**src/rtl/sprite_palette_bank_if.sv**
```systemverilog
// Lookup, write and flash-control signals of the sprite palette bank.
// The renderer side (master) drives requests; the palette bank (slave) answers.
interface sprite_palette_bank_if #(
    parameter int INDEX_W = 4,
    parameter int NUM_PAL = 4,
    parameter int COLOR_W = 4
);
    localparam int PAL_W = (NUM_PAL > 1) ? $clog2(NUM_PAL) : 1;

    logic                   rd_en;
    logic [PAL_W-1:0]       pal_sel;
    logic [INDEX_W-1:0]     index;
    logic                   wr_en;
    logic [PAL_W-1:0]       wr_pal;
    logic [INDEX_W-1:0]     wr_index;
    logic [3*COLOR_W-1:0]   wr_data;
    logic                   frame_tick;
    logic                   flash_en;
    logic [COLOR_W-1:0]     red;
    logic [COLOR_W-1:0]     green;
    logic [COLOR_W-1:0]     blue;
    logic                   transparent;
    logic                   rd_valid;
    logic                   flash_phase;

    modport master (
        output rd_en, pal_sel, index, wr_en, wr_pal, wr_index, wr_data,
               frame_tick, flash_en,
        input  red, green, blue, transparent, rd_valid, flash_phase
    );

    modport slave (
        input  rd_en, pal_sel, index, wr_en, wr_pal, wr_index, wr_data,
               frame_tick, flash_en,
        output red, green, blue, transparent, rd_valid, flash_phase
    );
endinterface

```
**src/rtl/sprite_palette_bank.sv**
```systemverilog
// Runtime-writable multi-palette colour lookup with transparency flag and
// frame-driven flash between a palette and its LSB-flipped partner.
// One cycle of lookup latency; same-cycle writes bypass into the lookup.
module sprite_palette_bank #(
    parameter int INDEX_W      = 4,
    parameter int NUM_PAL      = 4,
    parameter int COLOR_W      = 4,
    parameter int TRANSP_IDX   = 0,
    parameter int FLASH_FRAMES = 8
) (
    input  logic                  clk,
    input  logic                  reset,
    sprite_palette_bank_if.slave  bus
);
    localparam int PAL_W  = (NUM_PAL > 1) ? $clog2(NUM_PAL) : 1;
    localparam int ADDR_W = PAL_W + INDEX_W;
    localparam int DEPTH  = NUM_PAL << INDEX_W;
    localparam int DATA_W = 3 * COLOR_W;
    localparam int CNT_W  = (FLASH_FRAMES > 1) ? $clog2(FLASH_FRAMES) : 1;

    // Palette storage is plain registers: it must clear on reset and is
    // read combinationally, so it cannot map onto block RAM.
    logic [DATA_W-1:0] mem_reg [DEPTH];

    logic [DATA_W-1:0] color_reg;
    logic              transp_reg;
    logic              rd_valid_reg;
    logic [CNT_W-1:0]  frame_cnt_reg;
    logic              flash_phase_reg;

    logic [PAL_W-1:0]  flip_mask;
    logic [PAL_W-1:0]  eff_pal;
    logic [ADDR_W-1:0] rd_addr;
    logic [ADDR_W-1:0] wr_addr;
    logic              bypass;
    logic [DATA_W-1:0] rd_data;

    // Flash only ever flips the palette LSB, pairing palettes 0/1, 2/3, ...
    assign flip_mask = PAL_W'(flash_phase_reg & bus.flash_en);
    assign eff_pal   = bus.pal_sel ^ flip_mask;
    assign rd_addr   = {eff_pal, bus.index};
    assign wr_addr   = {bus.wr_pal, bus.wr_index};
    // Bypass compares against the flashed palette, i.e. the entry really read.
    assign bypass    = bus.wr_en && (wr_addr == rd_addr);
    assign rd_data   = bypass ? bus.wr_data : mem_reg[rd_addr];

    // Palette entry writes; whole array clears on reset.
    always_ff @(posedge clk or posedge reset) begin
        if (reset) begin
            for (int i = 0; i < DEPTH; i++) begin
                mem_reg[i] <= '0;
            end
        end else if (bus.wr_en) begin
            mem_reg[wr_addr] <= bus.wr_data;
        end
    end

    // Lookup output stage: colour and transparency hold while rd_en is low.
    always_ff @(posedge clk or posedge reset) begin
        if (reset) begin
            color_reg    <= '0;
            transp_reg   <= 1'b0;
            rd_valid_reg <= 1'b0;
        end else begin
            rd_valid_reg <= bus.rd_en;
            if (bus.rd_en) begin
                color_reg  <= rd_data;
                transp_reg <= (bus.index == INDEX_W'(TRANSP_IDX));
            end
        end
    end

    // Frame counter and flash phase; disabling flash restarts at phase 0.
    always_ff @(posedge clk or posedge reset) begin
        if (reset) begin
            frame_cnt_reg   <= '0;
            flash_phase_reg <= 1'b0;
        end else if (!bus.flash_en) begin
            frame_cnt_reg   <= '0;
            flash_phase_reg <= 1'b0;
        end else if (bus.frame_tick) begin
            if (frame_cnt_reg == CNT_W'(FLASH_FRAMES - 1)) begin
                frame_cnt_reg   <= '0;
                flash_phase_reg <= ~flash_phase_reg;
            end else begin
                frame_cnt_reg <= frame_cnt_reg + 1'b1;
            end
        end
    end

    assign bus.red         = color_reg[DATA_W-1 -: COLOR_W];
    assign bus.green       = color_reg[2*COLOR_W-1 -: COLOR_W];
    assign bus.blue        = color_reg[COLOR_W-1:0];
    assign bus.transparent = transp_reg;
    assign bus.rd_valid    = rd_valid_reg;
    assign bus.flash_phase = flash_phase_reg;
endmodule

```
**src/flat_wrapper.sv**
```systemverilog
// flat-port wrapper written by rule: the top's interface ports become plain ports
module sprite_palette_bank_flat 
#(
    parameter int INDEX_W      = 4,
    parameter int NUM_PAL      = 4,
    parameter int COLOR_W      = 4,
    parameter int TRANSP_IDX   = 0,
    parameter int FLASH_FRAMES = 8
)
  (clk, reset, bus_rd_en, bus_pal_sel, bus_index, bus_wr_en, bus_wr_pal, bus_wr_index, bus_wr_data, bus_frame_tick, bus_flash_en, bus_red, bus_green, bus_blue, bus_transparent, bus_rd_valid, bus_flash_phase);
  sprite_palette_bank_if #(.INDEX_W(INDEX_W), .NUM_PAL(NUM_PAL), .COLOR_W(COLOR_W)) bus_i ();
  input  logic clk;
  input  logic reset;
  input wire logic [$bits(bus_i.rd_en)-1:0] bus_rd_en;
  input wire logic [$bits(bus_i.pal_sel)-1:0] bus_pal_sel;
  input wire logic [$bits(bus_i.index)-1:0] bus_index;
  input wire logic [$bits(bus_i.wr_en)-1:0] bus_wr_en;
  input wire logic [$bits(bus_i.wr_pal)-1:0] bus_wr_pal;
  input wire logic [$bits(bus_i.wr_index)-1:0] bus_wr_index;
  input wire logic [$bits(bus_i.wr_data)-1:0] bus_wr_data;
  input wire logic [$bits(bus_i.frame_tick)-1:0] bus_frame_tick;
  input wire logic [$bits(bus_i.flash_en)-1:0] bus_flash_en;
  output wire logic [$bits(bus_i.red)-1:0] bus_red;
  output wire logic [$bits(bus_i.green)-1:0] bus_green;
  output wire logic [$bits(bus_i.blue)-1:0] bus_blue;
  output wire logic [$bits(bus_i.transparent)-1:0] bus_transparent;
  output wire logic [$bits(bus_i.rd_valid)-1:0] bus_rd_valid;
  output wire logic [$bits(bus_i.flash_phase)-1:0] bus_flash_phase;
  assign bus_i.rd_en = bus_rd_en;
  assign bus_i.pal_sel = bus_pal_sel;
  assign bus_i.index = bus_index;
  assign bus_i.wr_en = bus_wr_en;
  assign bus_i.wr_pal = bus_wr_pal;
  assign bus_i.wr_index = bus_wr_index;
  assign bus_i.wr_data = bus_wr_data;
  assign bus_i.frame_tick = bus_frame_tick;
  assign bus_i.flash_en = bus_flash_en;
  assign bus_red = bus_i.red;
  assign bus_green = bus_i.green;
  assign bus_blue = bus_i.blue;
  assign bus_transparent = bus_i.transparent;
  assign bus_rd_valid = bus_i.rd_valid;
  assign bus_flash_phase = bus_i.flash_phase;
  sprite_palette_bank #(.INDEX_W(INDEX_W), .NUM_PAL(NUM_PAL), .COLOR_W(COLOR_W), .TRANSP_IDX(TRANSP_IDX), .FLASH_FRAMES(FLASH_FRAMES)) u_core (.clk(clk), .reset(reset), .bus(bus_i));
endmodule
```
**config.mk**
```make
export PLATFORM = sky130hd
export DESIGN_NAME = sprite_palette_bank_flat
export DESIGN_NICKNAME = d
export VERILOG_FILES = /design/src/rtl/sprite_palette_bank_if.sv /design/src/rtl/sprite_palette_bank.sv /design/src/flat_wrapper.sv
export SDC_FILE = /design/constraint.sdc
export NUM_CORES = 2
export LEC_CHECK = 0
export ABC_AREA = 1
export CAP_MARGIN = 10
export CELL_PAD_IN_SITES_DETAIL_PLACEMENT = 1
export CELL_PAD_IN_SITES_GLOBAL_PLACEMENT = 2
export CORE_AREA = 2 2 316 318
export DETAILED_ROUTE_END_ITERATION = 7
export DIE_AREA = 0 0 318 320
export GPL_TIMING_DRIVEN = 0
export PLACE_DENSITY = 0.81
export SLEW_MARGIN = 20
export SYNTH_ARGS = -nofsm -noshare
export SYNTH_HDL_FRONTEND = slang
export SYNTH_SLANG_ARGS = --single-unit
```
**constraint.sdc**
```tcl
create_clock -name clk -period 36.6 [get_ports clk]
set_clock_uncertainty 0.2 [all_clocks]
set_input_delay 7.32 -clock clk [delete_from_list [all_inputs] [get_ports clk]]
set_output_delay 7.32 -clock clk [all_outputs]
set_load 0.02 [all_outputs]
```
==> run_results.csv <==
group,metric,value,unit
synth,yosysSeqAreaShare,0.530,
sta,fmax,0.0903,GHz
sta,slew_viol_final,0,
pwr,p_clk_frac,0.388,
pwr,powerDensity,55.2,mW/mm^2
pwr,p_int,1.61,mW
status,outcome,"complete, no violations",
floorplanning,core,0.0980,mm^2
synth,ys_seq_elements,786,
worst_setup_path,worstPathArrival,11.50,ns
floorplanning,row_count,115,
route,dr_total_vias,35500,
synth,synthSimpleGateAreaFrac,0.256,
pwr,total_power,2.34,mW
cts,clk_path_buf_depth,3,
floorplanning,die_h,320,um
sta,min_period,11.07,ns
synth,yosys.area.top_type_share,0.530,
sta,setup-violations-final,0,
cts,post_cts_resized,0,
floorplanning,die_area,0.102,mm^2
placement,io_buffer_count,39,
placement,hpwl,129000,um
route,ant_nets,0,
cts,cts-hold-fix-buffers,0,
worst_setup_path,required,37.03,ns
cts,clk_pin_slew_worst_paths,0.06,ns
route,drtPass1Iterations,5,
sta,worst_hold_slack,0.278,ns
synth,synth_nets,4868,
sta,fin_crit_sh,0.302,
route,wl_per_cell,28.1,um
synth,synth_top_family_by_area,"simple AND/OR/NAND/NOR gates",
pwr,p_sw_frac,0.310,
floorplanning,start_util,0.379,
synth,netlist_area,0.0371,mm^2
cells_and_area,layout_common_cells,"1,673 x nand2_1, 794 x o21ai_0, 786 x dfrtp_1",
route,wirelength,178000,um
floorplanning,die_x,318,um
cells_and_area,synthToLayoutAreaGrowth,14.0,%
sta,rsz0062_at_grt,"no",
pwr,p_sw,725,uW
worst_setup_path,cp-start-kind,"input port",
cells_and_area,drive_above_1_share,0.0646,
pwr,p_comb_frac,0.159,
cells_and_area,nNetsFinal,5014,
cts,cts_setup_buffers,0,
synth,avgSynthCellArea,7.68,um^2
sta,final-hold-violation-count,0,
placement,gp_congestion,1.02,
cts,cts-root-buf,"clkbuf_16",
global_route,grt_pass1_vias,35200,
cts,cts.sinks,786,
min_path,hp-class,"reg -> reg",
global_route,grt_overflow,0,
synth,synth_compound_area_frac,0.140,
global_route,grt_antenna_before_repair,9,
cts,numCtsBuffers,92,
worst_setup_path,cp_max_fo,10,
synth,yosys.area.top_type,"dfrtp_1",
synth,synthMuxAreaShare,0,
worst_setup_path,end_kind,"flip-flop",
synth,synth_adder_area_share,0.000674,
global_route,grt_pass1_wl,255000,um
global_route,grt_max_degree,98,
global_route,grtUsageTotal,0.348,
synth,synth_cell_type_count,32,
cells_and_area,final_common_cell,"nand2_1",
synth,synth_warnings,0,
synth,synthCells,4836,
cts,htreeDepth,3,
pwr,leakagePower,19.9,nW
synth,ys_top_cells_by_area,"dfrtp_1 53%, nand2_1 17%, o21ai_0 11%",
route,drt-initial-drc-count,3793,
sta,max_slew_margin,0.119,
floorplanning,io_pins,45,
cts,cts_tree,"done",
route,drc,0,
sta,worst_pin_slew,1.32,ns
synth,synth_xor_area_frac,0.000707,
worst_setup_path,critPathKind,"in -> reg",
route,vias_per_cell,5.60,
pwr,vdd_drop_max,0.0389,mV
cells_and_area,largest_reg_flops,768,
run,max_cap_viol_count,0,
pwr,sequentialPowerShare,0.453,
cts,clkLatencyLatePin,0.71,ns
cell families after synthesis:
logic type	after synthesis
AOI/OAI and AO/OA	1029
xor gates and xnor gates	3
adders and majority gates	2
buffers and inverters	676
DFF	786
and+or+nand+nor	2340
power by group through the flow:
stage / clock [mW] / sequential, mW / combinational, mW
after floorplan: 0 / 1.05 / 0.219
after global placement: 0 / 1.07 / 0.350
after detailed placement: 0 / 1.07 / 0.363
after CTS: 0.912 / 1.06 / 0.366
after global routing: 0.947 / 1.07 / 0.410
final: 0.906 / 1.06 / 0.372
cells in the mapped netlist (all sizes together):
cell	number
nand2	1686
o21ai	900
dfrtp	786
nand3	325
inv	297
nor2	297
clkbuf	233
buf	133
a21oi	122
nor3	16
clkinv	13
or2	9
nor4	7
o211ai	3
xor2	3
ha	2
a21o	1
o211a	1
o22ai	1
o41ai	1
layout make-up:
class | instances | area, um^2
inverter | 310 | 1170
antenna | 6 | 15.0
fill | 12100 | 55600
tap | 1287 | 1610
timing repair buffer | 52 | 691
multi-input combinational | 3374 | 14800
clock buffer | 136 | 2680
sequential | 786 | 19700
buffer | 366 | 1540
clock inverter | 25 | 190
worst paths after layout:
path | startpoint | to | slack [ns] | depth (start not counted)
max | bus_index[1] | u_core.color_reg[7]$_DFFE_PP0P_ | 25.53 | 14
min | u_core.mem_reg[0]$_DFFE_PP0P_ | u_core.mem_reg[0]$_DFFE_PP0P_ | 0.28 | 2
max reg2reg | u_core.bus.flash_phase$_DFFE_PP0P_ | u_core.color_reg[0]$_DFFE_PP0P_ | 33.45 | 10
min reg2reg | u_core.mem_reg[0]$_DFFE_PP0P_ | u_core.mem_reg[0]$_DFFE_PP0P_ | 0.28 | 2
max in group asynchronous | reset | u_core.mem_reg[425]$_DFFE_PP0P_ | 27.58 | 5
min in group asynchronous | reset | u_core.mem_reg[679]$_DFFE_PP0P_ | 6.87 | 2
stage by stage:
step | cells | worst slack (ns) | setup TNS [ns] | instance area [um^2] | util
4_1_cts | 6336 | 25.95 | 0 | 42300 | 0.432
2_1_floorplan | 4836 | 7.01 | 0 | 37100 | -
3_3_place_gp | 6162 | -4.20 | -3185.89 | 39100 | 0.399
5_1_grt | 6336 | 25.60 | 0 | 42300 | 0.432
6_report | 6342 | 25.53 | 0 | 42300 | 0.432
3_5_place_dp | 6175 | 25.24 | 0 | 39500 | 0.403
critical path, stage by stage:
cell and delay [ns]:
clkdlybuf4s50_1 0.72, clkinv_1 0.27, clkbuf_1 0.67, clkbuf_1 1.03, nand2_1 0.31, nand2_1 0.14
nand2_1 0.05, nand2_1 0.08, nor2_1 0.07, nand2_1 0.21, nand3_1 0.21, nand3_1 0.17
nand2_1 0.14, nand2_1 0.08
layer usage:
layer  global-route usage  share of wire
met1                0.483           0.44
met2                0.515           0.42
met4                0.178          0.056
met5                    0        0.00031
met3               0.0709          0.081
No activity file was read; power rests on OpenSTA's default activity.
